`config.mk`:
```
export PLATFORM = sky130hd
export DESIGN_NAME = dmem_arbiter_flat
export DESIGN_NICKNAME = d
export VERILOG_FILES = /design/src/rtl/dmem_arbiter_pkg.sv /design/src/rtl/dmem_arbiter_if.sv /design/src/rtl/dmem_arbiter_rr_pick2.sv /design/src/rtl/dmem_arbiter.sv /design/src/flat_wrapper.sv
export SDC_FILE = /design/constraint.sdc
export NUM_CORES = 1
export LEC_CHECK = 0
export ABC_AREA = 1
export CORE_AREA = 2 2 71 73
export DETAILED_ROUTE_END_ITERATION = 16
export DIE_AREA = 0 0 73 75
export GPL_ROUTABILITY_DRIVEN = 0
export HOLD_SLACK_MARGIN = 0.03
export PLACE_DENSITY = 0.7
export SYNTH_ARGS = -nofsm -noshare
export SYNTH_HDL_FRONTEND = slang
export SYNTH_SLANG_ARGS = --single-unit
export TNS_END_PERCENT = 10
```
`constraint.sdc`:
```
create_clock -name clk -period 2.34 [get_ports clk]
set_input_delay 0.351 -clock clk [delete_from_list [all_inputs] [get_ports clk]]
set_output_delay 0.351 -clock clk [all_outputs]
set_load 0.03 [all_outputs]
```
`src/rtl/dmem_arbiter_pkg.sv`:
```
// Shared types for the data-memory arbiter: FSM state encoding and requester ids.
package dmem_arb_pkg;

    typedef enum logic [1:0] {
        IDLE = 2'd0,
        OWN0 = 2'd1,
        OWN1 = 2'd2
    } arb_state_e;

    typedef logic port_id_t;

    localparam port_id_t PORT_MEM = 1'b0;
    localparam port_id_t PORT_DBG = 1'b1;

endpackage

```
`src/rtl/dmem_arbiter_if.sv`:
```
// Requester-side bundle: valid/ready request beat plus tagged read return.
interface dmem_arbiter_if #(
    parameter int ADDR_W = 8,
    parameter int DATA_W = 8
);
    logic              valid;
    logic              ready;
    logic              we;
    logic              lock;
    logic [ADDR_W-1:0] addr;
    logic [DATA_W-1:0] wdata;
    logic              rvalid;
    logic [DATA_W-1:0] rdata;

    modport master (output valid, we, lock, addr, wdata, input ready, rvalid, rdata);
    modport slave  (input valid, we, lock, addr, wdata, output ready, rvalid, rdata);
endinterface

```
`src/rtl/dmem_arbiter_rr_pick2.sv`:
```
// Two-way round-robin picker: on a tie the port that did not win last time is granted.
module rr_pick2
    import dmem_arb_pkg::*;
(
    input  logic [1:0] req,
    input  port_id_t   last,
    output logic [1:0] grant
);

    assign grant[0] = req[0] & (~req[1] | (last == PORT_DBG));
    assign grant[1] = req[1] & (~req[0] | (last == PORT_MEM));

endmodule

```
`src/rtl/dmem_arbiter.sv`:
```
// Round-robin arbiter sharing one single-port data memory between the MEM stage and loader port.
// Optional statistics counters are enabled with `define DMEM_ARB_STATS_EN.
module dmem_arbiter
    import dmem_arb_pkg::*;
#(
    parameter int ADDR_W   = 8,
    parameter int DATA_W   = 8,
    parameter int MAX_HOLD = 8
) (
    input  logic              clk,
    input  logic              reset,
    dmem_arbiter_if.slave     rq0,
    dmem_arbiter_if.slave     rq1,
    output logic              mem_we,
    output logic              mem_re,
    output logic [ADDR_W-1:0] mem_addr,
    output logic [DATA_W-1:0] mem_wdata,
    input  logic [DATA_W-1:0] mem_rdata,
    output logic              busy
`ifdef DMEM_ARB_STATS_EN
    ,
    output logic [15:0]       conflict_cnt,
    output logic [7:0]        preempt_cnt
`endif
);

    localparam logic [1:0] ST_IDLE   = IDLE;
    localparam logic [1:0] ST_OWN0   = OWN0;
    localparam logic [1:0] ST_OWN1   = OWN1;
    localparam logic [7:0] HOLD_LAST = 8'(MAX_HOLD - 1);

    logic [1:0]        state;
    port_id_t          rr_last;
    logic [7:0]        hold_cnt;
    logic              rd_pend;
    port_id_t          rd_tag;

    logic [1:0]        req;
    logic [1:0]        pick;
    logic [1:0]        grant;
    logic              accept;
    port_id_t          gnt_port;
    port_id_t          own_port;
    logic              in_own;
    logic              other_waiting;
    logic              preempt;
    logic              conflict;
    logic              b_we;
    logic              b_lock;
    logic [ADDR_W-1:0] b_addr;
    logic [DATA_W-1:0] b_wdata;

    assign req = {rq1.valid, rq0.valid};

    rr_pick2 u_pick (
        .req   (req),
        .last  (rr_last),
        .grant (pick)
    );

    // NOTE: every always_comb output gets a default first so no path leaves it unassigned (no latch).
    always_comb begin
        grant = 2'b00;
        if (reset) begin
            case (state)
                ST_IDLE: grant = pick;
                ST_OWN0: grant = {1'b0, req[0]};
                ST_OWN1: grant = {req[1], 1'b0};
                default: grant = 2'b00;
            endcase
        end
    end

    assign accept   = |grant;
    assign gnt_port = port_id_t'(grant[1]);

    always_comb begin
        b_we    = rq0.we;
        b_lock  = rq0.lock;
        b_addr  = rq0.addr;
        b_wdata = rq0.wdata;
        if (gnt_port == PORT_DBG) begin
            b_we    = rq1.we;
            b_lock  = rq1.lock;
            b_addr  = rq1.addr;
            b_wdata = rq1.wdata;
        end
    end

    assign mem_we    = accept & b_we;
    assign mem_re    = accept & ~b_we;
    assign mem_addr  = accept ? b_addr  : '0;
    assign mem_wdata = accept ? b_wdata : '0;

    assign rq0.ready = grant[0];
    assign rq1.ready = grant[1];

    // Outputs are forced to zero while reset is held, including a read return in flight.
    assign busy       = reset & (state != ST_IDLE);
    assign rq0.rvalid = reset & rd_pend & (rd_tag == PORT_MEM);
    assign rq1.rvalid = reset & rd_pend & (rd_tag == PORT_DBG);
    assign rq0.rdata  = rq0.rvalid ? mem_rdata : '0;
    assign rq1.rdata  = rq1.rvalid ? mem_rdata : '0;

    assign in_own        = (state == ST_OWN0) | (state == ST_OWN1);
    assign own_port      = port_id_t'(state == ST_OWN1);
    assign other_waiting = (own_port == PORT_DBG) ? req[0] : req[1];
    assign preempt       = in_own & other_waiting & (hold_cnt == HOLD_LAST);
    assign conflict      = (state == ST_IDLE) & (&req);

    // NOTE: sequential state uses non-blocking assignments so every register samples pre-edge values.
    always_ff @(posedge clk) begin
        if (!reset) begin
            state    <= ST_IDLE;
            rr_last  <= PORT_DBG;
            hold_cnt <= '0;
            rd_pend  <= 1'b0;
            rd_tag   <= PORT_MEM;
        end else begin
            rd_pend <= mem_re;
            rd_tag  <= gnt_port;
            if (conflict) rr_last <= gnt_port;

            if (preempt) begin
                // The waiting port takes the next tie; this cycle's beat still completes.
                state    <= ST_IDLE;
                hold_cnt <= '0;
                rr_last  <= own_port;
            end else if (in_own) begin
                if (accept && !b_lock) begin
                    state    <= ST_IDLE;
                    hold_cnt <= '0;
                end else if (other_waiting) begin
                    hold_cnt <= hold_cnt + 8'd1;
                end
            end else if (accept && b_lock) begin
                state <= (gnt_port == PORT_DBG) ? ST_OWN1 : ST_OWN0;
            end
        end
    end

`ifdef DMEM_ARB_STATS_EN
    always_ff @(posedge clk) begin
        if (!reset) begin
            conflict_cnt <= '0;
            preempt_cnt  <= '0;
        end else begin
            if (conflict && conflict_cnt != 16'hFFFF) conflict_cnt <= conflict_cnt + 16'd1;
            if (preempt && preempt_cnt != 8'hFF)      preempt_cnt  <= preempt_cnt + 8'd1;
        end
    end
`endif

endmodule

```
`src/flat_wrapper.sv`:
```
// flat-port wrapper written by rule: the top's interface ports become plain ports
module dmem_arbiter_flat import dmem_arb_pkg::*;
#(
    parameter int ADDR_W   = 8,
    parameter int DATA_W   = 8,
    parameter int MAX_HOLD = 8
)
  (clk, reset, mem_we, mem_re, mem_addr, mem_wdata, mem_rdata, busy, rq0_valid, rq0_we, rq0_lock, rq0_addr, rq0_wdata, rq0_ready, rq0_rvalid, rq0_rdata, rq1_valid, rq1_we, rq1_lock, rq1_addr, rq1_wdata, rq1_ready, rq1_rvalid, rq1_rdata);
  dmem_arbiter_if #(.ADDR_W(ADDR_W), .DATA_W(DATA_W)) rq0_i ();
  dmem_arbiter_if #(.ADDR_W(ADDR_W), .DATA_W(DATA_W)) rq1_i ();
  input  logic clk;
  input  logic reset;
  output logic mem_we;
  output logic mem_re;
  output logic [ADDR_W-1:0] mem_addr;
  output logic [DATA_W-1:0] mem_wdata;
  input  logic [DATA_W-1:0] mem_rdata;
  output logic busy;
  input wire logic [$bits(rq0_i.valid)-1:0] rq0_valid;
  input wire logic [$bits(rq0_i.we)-1:0] rq0_we;
  input wire logic [$bits(rq0_i.lock)-1:0] rq0_lock;
  input wire logic [$bits(rq0_i.addr)-1:0] rq0_addr;
  input wire logic [$bits(rq0_i.wdata)-1:0] rq0_wdata;
  output wire logic [$bits(rq0_i.ready)-1:0] rq0_ready;
  output wire logic [$bits(rq0_i.rvalid)-1:0] rq0_rvalid;
  output wire logic [$bits(rq0_i.rdata)-1:0] rq0_rdata;
  input wire logic [$bits(rq1_i.valid)-1:0] rq1_valid;
  input wire logic [$bits(rq1_i.we)-1:0] rq1_we;
  input wire logic [$bits(rq1_i.lock)-1:0] rq1_lock;
  input wire logic [$bits(rq1_i.addr)-1:0] rq1_addr;
  input wire logic [$bits(rq1_i.wdata)-1:0] rq1_wdata;
  output wire logic [$bits(rq1_i.ready)-1:0] rq1_ready;
  output wire logic [$bits(rq1_i.rvalid)-1:0] rq1_rvalid;
  output wire logic [$bits(rq1_i.rdata)-1:0] rq1_rdata;
  assign rq0_i.valid = rq0_valid;
  assign rq0_i.we = rq0_we;
  assign rq0_i.lock = rq0_lock;
  assign rq0_i.addr = rq0_addr;
  assign rq0_i.wdata = rq0_wdata;
  assign rq0_ready = rq0_i.ready;
  assign rq0_rvalid = rq0_i.rvalid;
  assign rq0_rdata = rq0_i.rdata;
  assign rq1_i.valid = rq1_valid;
  assign rq1_i.we = rq1_we;
  assign rq1_i.lock = rq1_lock;
  assign rq1_i.addr = rq1_addr;
  assign rq1_i.wdata = rq1_wdata;
  assign rq1_ready = rq1_i.ready;
  assign rq1_rvalid = rq1_i.rvalid;
  assign rq1_rdata = rq1_i.rdata;
  dmem_arbiter #(.ADDR_W(ADDR_W), .DATA_W(DATA_W), .MAX_HOLD(MAX_HOLD)) u_core (.clk(clk), .reset(reset), .rq0(rq0_i), .rq1(rq1_i), .mem_we(mem_we), .mem_re(mem_re), .mem_addr(mem_addr), .mem_wdata(mem_wdata), .mem_rdata(mem_rdata), .busy(busy));
endmodule
```
Yosys cells after proc, flatten, opt, wreduce, memory -nomap -nowiden
Index checks and enable logic that the tools add are counted.
- flip-flop bits (word level): 13
- bits of input ports: 48
- add/sub/neg operators: 1
- equal/unequal tests: 4
- muxes and demuxes: 19
- bitwise logic cells: 20
- reductions and logical operators: 13
- operators by type and width (cell ; number):
    $mux 8 ; 8
    $and 1x1->1 ; 11
    $mux 2 ; 5
    $add 8x1->8 const B ; 1
    $eq 8x3->1 const B ; 1
    $reduce_bool 2->1 ; 4
    $not 1->1 ; 6
    $pmux 2 s3 ; 1
    $reduce_and 2->1 ; 3
    $mux 1 ; 5
    $reduce_or 2->1 ; 2
    $or 1x1->1 ; 3
    $eq 2x1->1 const B ; 1
    $eq 2x2->1 const B ; 1
    $logic_and 1x1->1 ; 2
    $logic_not 2->1 ; 1
    $ne 2x2->1 const B ; 1
    $logic_not 1->1 ; 1

Logic depth before layout (Yosys ltp)
Gate-level depths: netlist of run 1.
- depth after elaboration: 10
- mapped depth: 12

Cells and area by module
A second synthesis of run 1 with hierarchy kept.
- cell total of the unflattened synthesis: 223
- area total of the unflattened synthesis: 1271.2 µm²
- by module, submodules not included (module ; instances ; cells each ; area an instance (µm²)):
    dmem_arbiter ; 1 ; 219 ; 1243.7
    rr_pick2 ; 1 ; 4 ; 27.5

Least setup slack after synthesis of run 1
Ideal clock, no wire load.
- path kind: input -> output
- start: input port reset
- end: output port rq0_rdata[0]
- arrival time: 1.870 ns
- required time: 1.989 ns
- slack: 0.119 ns
- stages on the path: 4
- path buffers: 0
- cells stage by stage: inv_1 > nor3_1 > inv_1 > nor2_1
- longest elaborated chain between the ends: 3
- ends and longest elaborated chain (what ; line ; RTL):
    start: declaration ; flat_wrapper.sv:12 ; input logic reset;
    $and 1x1->1 (2 in series) ; dmem_arbiter.sv:100 ; assign rq0.rvalid = reset & rd_pend & (rd_tag == PORT_MEM);
    named net rq0_rvalid ; flat_wrapper.sv:25 ; output wire logic [$bits(rq0_i.rvalid)-1:0] rq0_rvalid;
    $mux 8 ; dmem_arbiter.sv:102 ; assign rq0.rdata = rq0.rvalid ? mem_rdata : '0;
    end: declaration ; flat_wrapper.sv:26 ; output wire logic [$bits(rq0_i.rdata)-1:0] rq0_rdata;
The timed path passes the listed nets, and every way through them passes these cells.

Final worst setup path of run 1
- start: register u_core.state[0]
- end: output port mem_addr[3]
- longest elaborated chain between the ends: 5
- elaborated cells between the ends (all ways): 8
- those cells by class: eq/ne (2); mux (4); reduce/logical (2)
- ends and longest elaborated chain (what ; line ; RTL):
    start: declaration ; dmem_arbiter.sv:32 ; logic [1:0] state;
    start signal: assignment ; dmem_arbiter.sv:137 ; state <= (gnt_port == PORT_DBG) ? ST_OWN1 : ST_OWN0;
    $eq 2x2->1, or another cell as far along ; dmem_arbiter.sv:65 ; case (state)
    $pmux 2 s3 (*) ; dmem_arbiter.sv:65 ;
    $mux 2 (*) ; dmem_arbiter.sv:64 ; if (reset) begin
    $mux 8 or $reduce_or 2->1 (tied branches) ; dmem_arbiter.sv:82, dmem_arbiter.sv:74 ;
    $mux 8 (*) ; dmem_arbiter.sv:92 ; assign mem_addr = accept ? b_addr : '0;
    end: declaration ; flat_wrapper.sv:15 ; output logic [ADDR_W-1:0] mem_addr;
Mark *: on every way between the ends. The rest lies on a longest branch, timed or not.

==> impl_results.md, run 1 <==
- Synth Instances: about 250
- Critical path class: register to output port
- Critical Path Most Common Cell: inv_1
- Top delay family on crit path: buffers and inverters
- Critical path launch point type: register
- Ys flop type: dfxtp_1
- Share of cells above drive strength 1: 22.5%
- Critical path capture point: mem_addr[3]
- Drt pass-1 iters: 4
- Ant diodes: 0
- WL per Instance: ~11 um
- Number of global-route vias before repair: between 1,500 and 2,000
- Die X: around 73 um
- Peak Freq: between 400 and 500 MHz
- Number of nets in the layout: between 300 and 400
- P per Cell Area: slightly above 400 nW/um^2
- Vias post-DR: around 1,800
- CTS root buf: clkbuf_8
- Total Power: 0.957 mW
- Worst hold path class: input pin to register
- Worst R2R Start: u_core.state[0]$_SDFFE_PP0P_
- Io pins: 87
- Post-synth ARST share: 0%
- Worst rel slew slack: around three quarters
- Total CTS buffers: 3
- WP depth: 12
- Worst-path fanout max: 9
- Total grt overflow: 0
- Most common cell after layout, fill and taps aside: nor2_1
- Starting density of the core: 29.6%
- Final HPWL DP: approximately 3400 um
- FF-to-FF End: u_core.hold_cnt[2]$_SDFFE_PP0P_
- CP max stage delay: 360 ps
- Post-Syn Area: about 1400 um^2
- Die Span Y: around 75 um
- Slowest-stage cell, CP: dfxtp_4
- Max Clock Skew: around 1.1 ps
- Leakage: ~1.3 nW
- Die area: between 5000 and 6000 um^2
- Syn_nets: 301
- Yosys warning count: 0
- Critical path buffers and inverters: 6
- Commonest non-fill, non-tap cells in the layout: 61 x nor2_1, 50 x inv_1, 46 x clkdlybuf4s50_1, 43 x buf_4, 40 x nand2_1
- Area growth from synthesis to layout: 69.5%
- Arrival @ worst endpoint: ~1900 ps
- Clk pin slew, worst setup/hold paths: 60 ps
- Outcome: finished clean
- Req. time, crit path: 1990 ps
- Path depth of the worst reg2reg path: 13
- Avg Inst Size Synth: 5.55 um^2
- CTS sink count: 13
- Final-layout fill cell count: around 470
- Worst-margin pin slew: 349 ps
- Post-synth EDFFs: 0
- Port-buffer cells: 86
- CTS tree: built
- Reg-to-reg slack, setup: around 470 ps
- Largest net degree at the start of global routing: 20
- Slew Viols, Final: 0
- Crit path cell chain: inv_1, ha_1, inv_1, nand2_2, nand2_8, clkinv_8, buf_12, nor2_2, nor2_1, o21ai_1, inv_1, buf_4
- Peak VDD IR: approximately 0.17 mV
- Number of max-cap violations: 0
- Synth Register Bits: 13
- Vias/cell: roughly 4.6
- DRC: 0
- Post-Route WL: between 4000 and 5000 um
- H-Tree Depth: 1
- Hold Buf Count CTS: 0
- Initial antenna violation count: 0
- Clk_lat worst skew: about 240 ps
- Fin crit period: ~2200 ps
- Row count: 25
- Tot GR Track Use: 16.0%
- Final hold viol count: 0
- Period utilization: 94.0%
- Register area share after synthesis: 18.9%
- Crit. Startpoint: u_core.state[0]$_SDFFE_PP0P_
- Final setup fails: 0
- Detail Route Antenna Nets: 0
- Setup TNS Final: 0 ps
- First-pass GRT wire length: approximately 7100 um
- Post-synth cell types: 28
- RSZ-0062 raised after global routing: false
- Violation count after the first detailed-route iteration: 61
- CTS max path bufs: 2
- CP Capture Type: output port
- Core Region: 4660 um^2
## per-stage QoR
step | hold WS (ps) | instances | utilization (%) | cell area, um^2 | setup WS (ps)
after detailed placement | 496 | 388 | 47.3 | 2210 | 66.9
after floorplan | 456 | 248 | - | 1380 | 119
after global routing | 484 | 396 | 50.1 | 2330 | 24.4
final | 451 | 396 | 50.1 | 2330 | 141
after CTS | 506 | 392 | 48.3 | 2250 | 39.9
after global placement | 485 | 388 | 47.3 | 2210 | 46.0
## metal layers
metal  track usage [%]  routed length (um)  vias to the layer above
met4              5.97                  92                        0
met2              28.3                2150                       63
met1              19.8                1850                      798
met5                 0                   0                        -
met3              2.28                 232                       12
li1                  -                   -                      934
## registers in the layout, indices dropped and copies added, names as in the netlist
name,count
u_core.hold_cnt,8
u_core.rd_pend,1
u_core.rd_tag,1
u_core.rr_last,1
u_core.state,2
## cell usage after synthesis, types with 2 or more instances
library cell | n | area, um^2
nor2_1 | 62 | 233
o21ai_1 | 7 | 35.0
a21oi_1 | 8 | 40.0
o21ai_0 | 11 | 55.1
nand2_2 | 4 | 25.0
nand4_1 | 2 | 12.5
nand2_4 | 3 | 33.8
nor2_2 | 8 | 50.1
nand2_1 | 41 | 154
nor3_1 | 3 | 15.0
nand3_1 | 15 | 75.1
dfxtp_1 | 13 | 260
inv_1 | 50 | 188
ha_1 | 5 | 62.6
inv_2 | 3 | 11.3
## cell type report
class                      count  area [um^2]  share of cell area, %
timing repair inverter         1         8.76                  0.375
inverter                      54          220                   9.43
timing repair buffer          93          840                   36.0
sequential                    13          265                   11.4
clock buffer                   4         45.0                   1.93
multi-input combinational    177          888                   38.0
tap                           54         67.6                   2.89
## worst min-delay path by stage
stage	slack, ps	endpoint	startpoint	cells after the start
after floorplan	460	u_core.rr_last$_SDFFE_PN1P_	reset	1
after global placement	480	u_core.hold_cnt[7]$_SDFFE_PP0P_	u_core.hold_cnt[7]$_SDFFE_PP0P_	2
after detailed placement	500	u_core.hold_cnt[6]$_SDFFE_PP0P_	u_core.hold_cnt[6]$_SDFFE_PP0P_	2
after CTS	510	u_core.hold_cnt[6]$_SDFFE_PP0P_	u_core.hold_cnt[6]$_SDFFE_PP0P_	2
after global routing	480	u_core.rr_last$_SDFFE_PN1P_	reset	2
final	450	u_core.rr_last$_SDFFE_PN1P_	reset	2
## cell families (layout without fill, tap and decap cells)
family | count (synthesis) | count (layout) | share of synthesized area (%)
simple gates | 142 | 142 | 46.8
buf+inv | 58 | 152 | 17.8
compound gates | 28 | 28 | 10.7
flops | 13 | 13 | 18.9
fa+ha+maj | 5 | 5 | 4.54
xor+xnor | 2 | 2 | 1.27
## power by group
group / internal [mW] / switching [mW]
clock: 0.120 / 0.0860
combinational: 0.212 / 0.282
sequential: 0.240 / 0.0171
## timing repair
action	in CTS	in global routing
gates cloned	0	1
setup buffers	0	3
pin swaps	0	1
resized for setup	1	13
setup endpoints to repair	4	18
No activity file was read; power rests on OpenSTA's default activity.
==> inputs of run 2 (changes only) <==
--- a/config.mk
+++ b/config.mk
@@ -6,12 +6,14 @@
 export NUM_CORES = 1
 export LEC_CHECK = 0
 export ABC_AREA = 1
-export CORE_AREA = 2 2 71 73
+export CORE_AREA = 2 2 59 61
+export CTS_CLUSTER_DIAMETER = 30
 export DETAILED_ROUTE_END_ITERATION = 16
-export DIE_AREA = 0 0 73 75
+export DIE_AREA = 0 0 61 63
+export DONT_BUFFER_PORTS = 1
 export GPL_ROUTABILITY_DRIVEN = 0
 export HOLD_SLACK_MARGIN = 0.03
-export PLACE_DENSITY = 0.7
+export PLACE_DENSITY = 0.61
 export SYNTH_ARGS = -nofsm -noshare
 export SYNTH_HDL_FRONTEND = slang
 export SYNTH_SLANG_ARGS = --single-unit
==> run 2 against run 1 <==
- register-to-register slack got worse by 50 ps
- clock skew grew 5.7 ps
- sequential power hardly changed
- clock power fell by 28%
- critical path depth down 3
- combinational power shrank 32%
- final cell count down 22%
- via count down 19%
- sequential cell count stayed put
- maximum frequency decreased by 1.3%
- largest cell class unchanged
- highest routed layer unchanged
==> impl_results.md, run 2 (synthesized netlist as in run 1, its figures left out) <==
- Reg with most FFs: u_core.hold_cnt
- Tot GR Track Use: a little under a fifth
- Clk_lat worst skew: 280 ps
- Starting density of the core: 42.6%
- Final-layout fill cell count: around 370
- CTS tree: built
- Worst rel slew slack: between 60% and 70%
- Die area: about 3800 um^2
- Critical path launch point type: register
- Total Power: around 0.74 mW
- Hold depth: 1
- Vias post-DR: around 1,500
- Post-Route WL: roughly 3200 um
- Req. time, crit path: 1990 ps
- WL per Instance: between 10 and 15 um
- Slew Viols, Final: 0
- Io pins: 87
- Die X: 61 um
- Drt pass-1 iters: 4
- Period utilization: approximately 95%
- Min Hold Slack: about 180 ps
- Fin crit period: roughly 2200 ps
- Number of global-route vias before repair: 1,334
- CTS root buf: clkbuf_4
- Clk pin slew, worst setup/hold paths: 90 ps
- Worst hold path class: input pin to register
- Outcome: finished clean
- Detail Route Antenna Nets: 0
- P per Cell Area: roughly 480 nW/um^2
- Final HPWL DP: ~2600 um
- Final hold viol count: 0
- Total grt overflow: 0
- Violation count after the first detailed-route iteration: just over 70
- Share of cells above drive strength 1: around 17%
- H-Tree Depth: 1
- Worst-path fanout max: 18
- CP Capture Type: output port
- Critical path class: register to output port
- Final worst setup slack: between 100 and 150 ps
- Core Region: 3230 um^2
- Die Span Y: 63 um
- Arrival @ worst endpoint: about 1900 ps
- Commonest non-fill, non-tap cells in the layout: 62 x nor2_1, 45 x inv_1, 41 x nand2_1, 15 x nand3_1
- DRC: 0
- Port-buffer cells: 0
- Path depth of the worst reg2reg path: 13
- Setup repair bufs after CTS: 0
- CTS sink count: 13
- Largest net degree at the start of global routing: 20
- Max reg flops: 8
- Peak Freq: about 450 MHz
- Top flop regs: u_core.hold_cnt (8), u_core.state (2)
- Final setup fails: 0
- Max Clock Skew: about 6.7 ps
- Post-route core utilization: between 40% and 50%
- Worst-margin pin slew: ~560 ps
- Number of max-cap violations: 0
- Initial antenna violation count: 0
- Row count: 21
- Peak VDD IR: roughly 0.17 mV
- Ant diodes: 0
- First-pass GRT wire length: 5570 um
- CTS max path bufs: 2
- Total CTS buffers: 3
- Leakage: just under 0.9 nW
- Number of nets in the layout: about 320
- Area growth from synthesis to layout: 11.4%
- Most common cell after layout, fill and taps aside: nor2_1
- RSZ-0062 raised after global routing: true
- Pre-CTS setup slack: ~310 ps
- Vias/cell: between 4 and 5
==> run 2: changes by cell type in the layout (fill, tap and decap cells not counted), moves of 2 or more <==
cell and delta:
clkdlybuf4s50_1 -46, clkbuf_4 +3, buf_4 -31, clkbuf_8 -3, inv_1 -5, inv_2 +5
dlymetal6s2s_1 -2
==> run 2: path summary, 6_finish.rpt <==
check,from,endpoint,slack (ps)
max,u_core.state[1]$_SDFFE_PP0P_,mem_we,110
min,reset,u_core.rr_last$_SDFFE_PN1P_,180
max reg2reg,u_core.state[1]$_SDFFE_PP0P_,u_core.hold_cnt[2]$_SDFFE_PP0P_,420
min reg2reg,u_core.state[0]$_SDFFE_PP0P_,u_core.state[0]$_SDFFE_PP0P_,490
==> run 2: layer usage <==
| layer | track usage [%] | vias up | share of wire (%) |
|---|---|---|---|
| met5 | 0 | - | 0 |
| met4 | 4.89 | 0 | 0.78 |
| met3 | 2.69 | 5 | 5.8 |
| met2 | 30.9 | 51 | 48 |
| met1 | 23.2 | 633 | 46 |
| li1 | - | 772 | - |
==> run 2: stage by stage <==
step           cell area (um^2)  std cells  TNS, ps
3_3_place_gp               1500        303        0
6_report                   1530        307        0
5_1_grt                    1530        307    -27.6
2_1_floorplan              1380        248        0
4_1_cts                    1530        307        0
3_5_place_dp               1500        303        0
==> run 2: area by class of cell <==
class	count	area [um^2]	share of cell area, %
well taps	46	57.6	3.75
repair buffers	13	101	6.61
multi-input cells	177	872	56.9
clock buffers	4	26.3	1.71
flip-flops and latches	13	262	17.0
inverters	54	215	14.0
==> run 2: critical path, stage by stage, from the launching register on <==
cell     delay, ps
dfxtp_1        390
inv_1           90
ha_1           220
nand2_1         70
nand2_1        100
nand2_4        140
buf_6          180
nand2_1         80
a21oi_1        150
buf_4          170
==> run 2: where the power goes <==
group	internal (mW)	switching [mW]	total (mW)
Combinational	0.0905	0.244	0.334
Clock	0.0662	0.0813	0.148
Sequential	0.239	0.0162	0.255
==> run 2: repair_timing <==
| item | 4_1_cts | 5_1_grt |
|---|---|---|
| hold endpoints to repair | 0 | 0 |
| gates resized for setup | 1 | 8 |
| hold buffers | 0 | 0 |
| endpoints found under the setup margin | 1 | 17 |
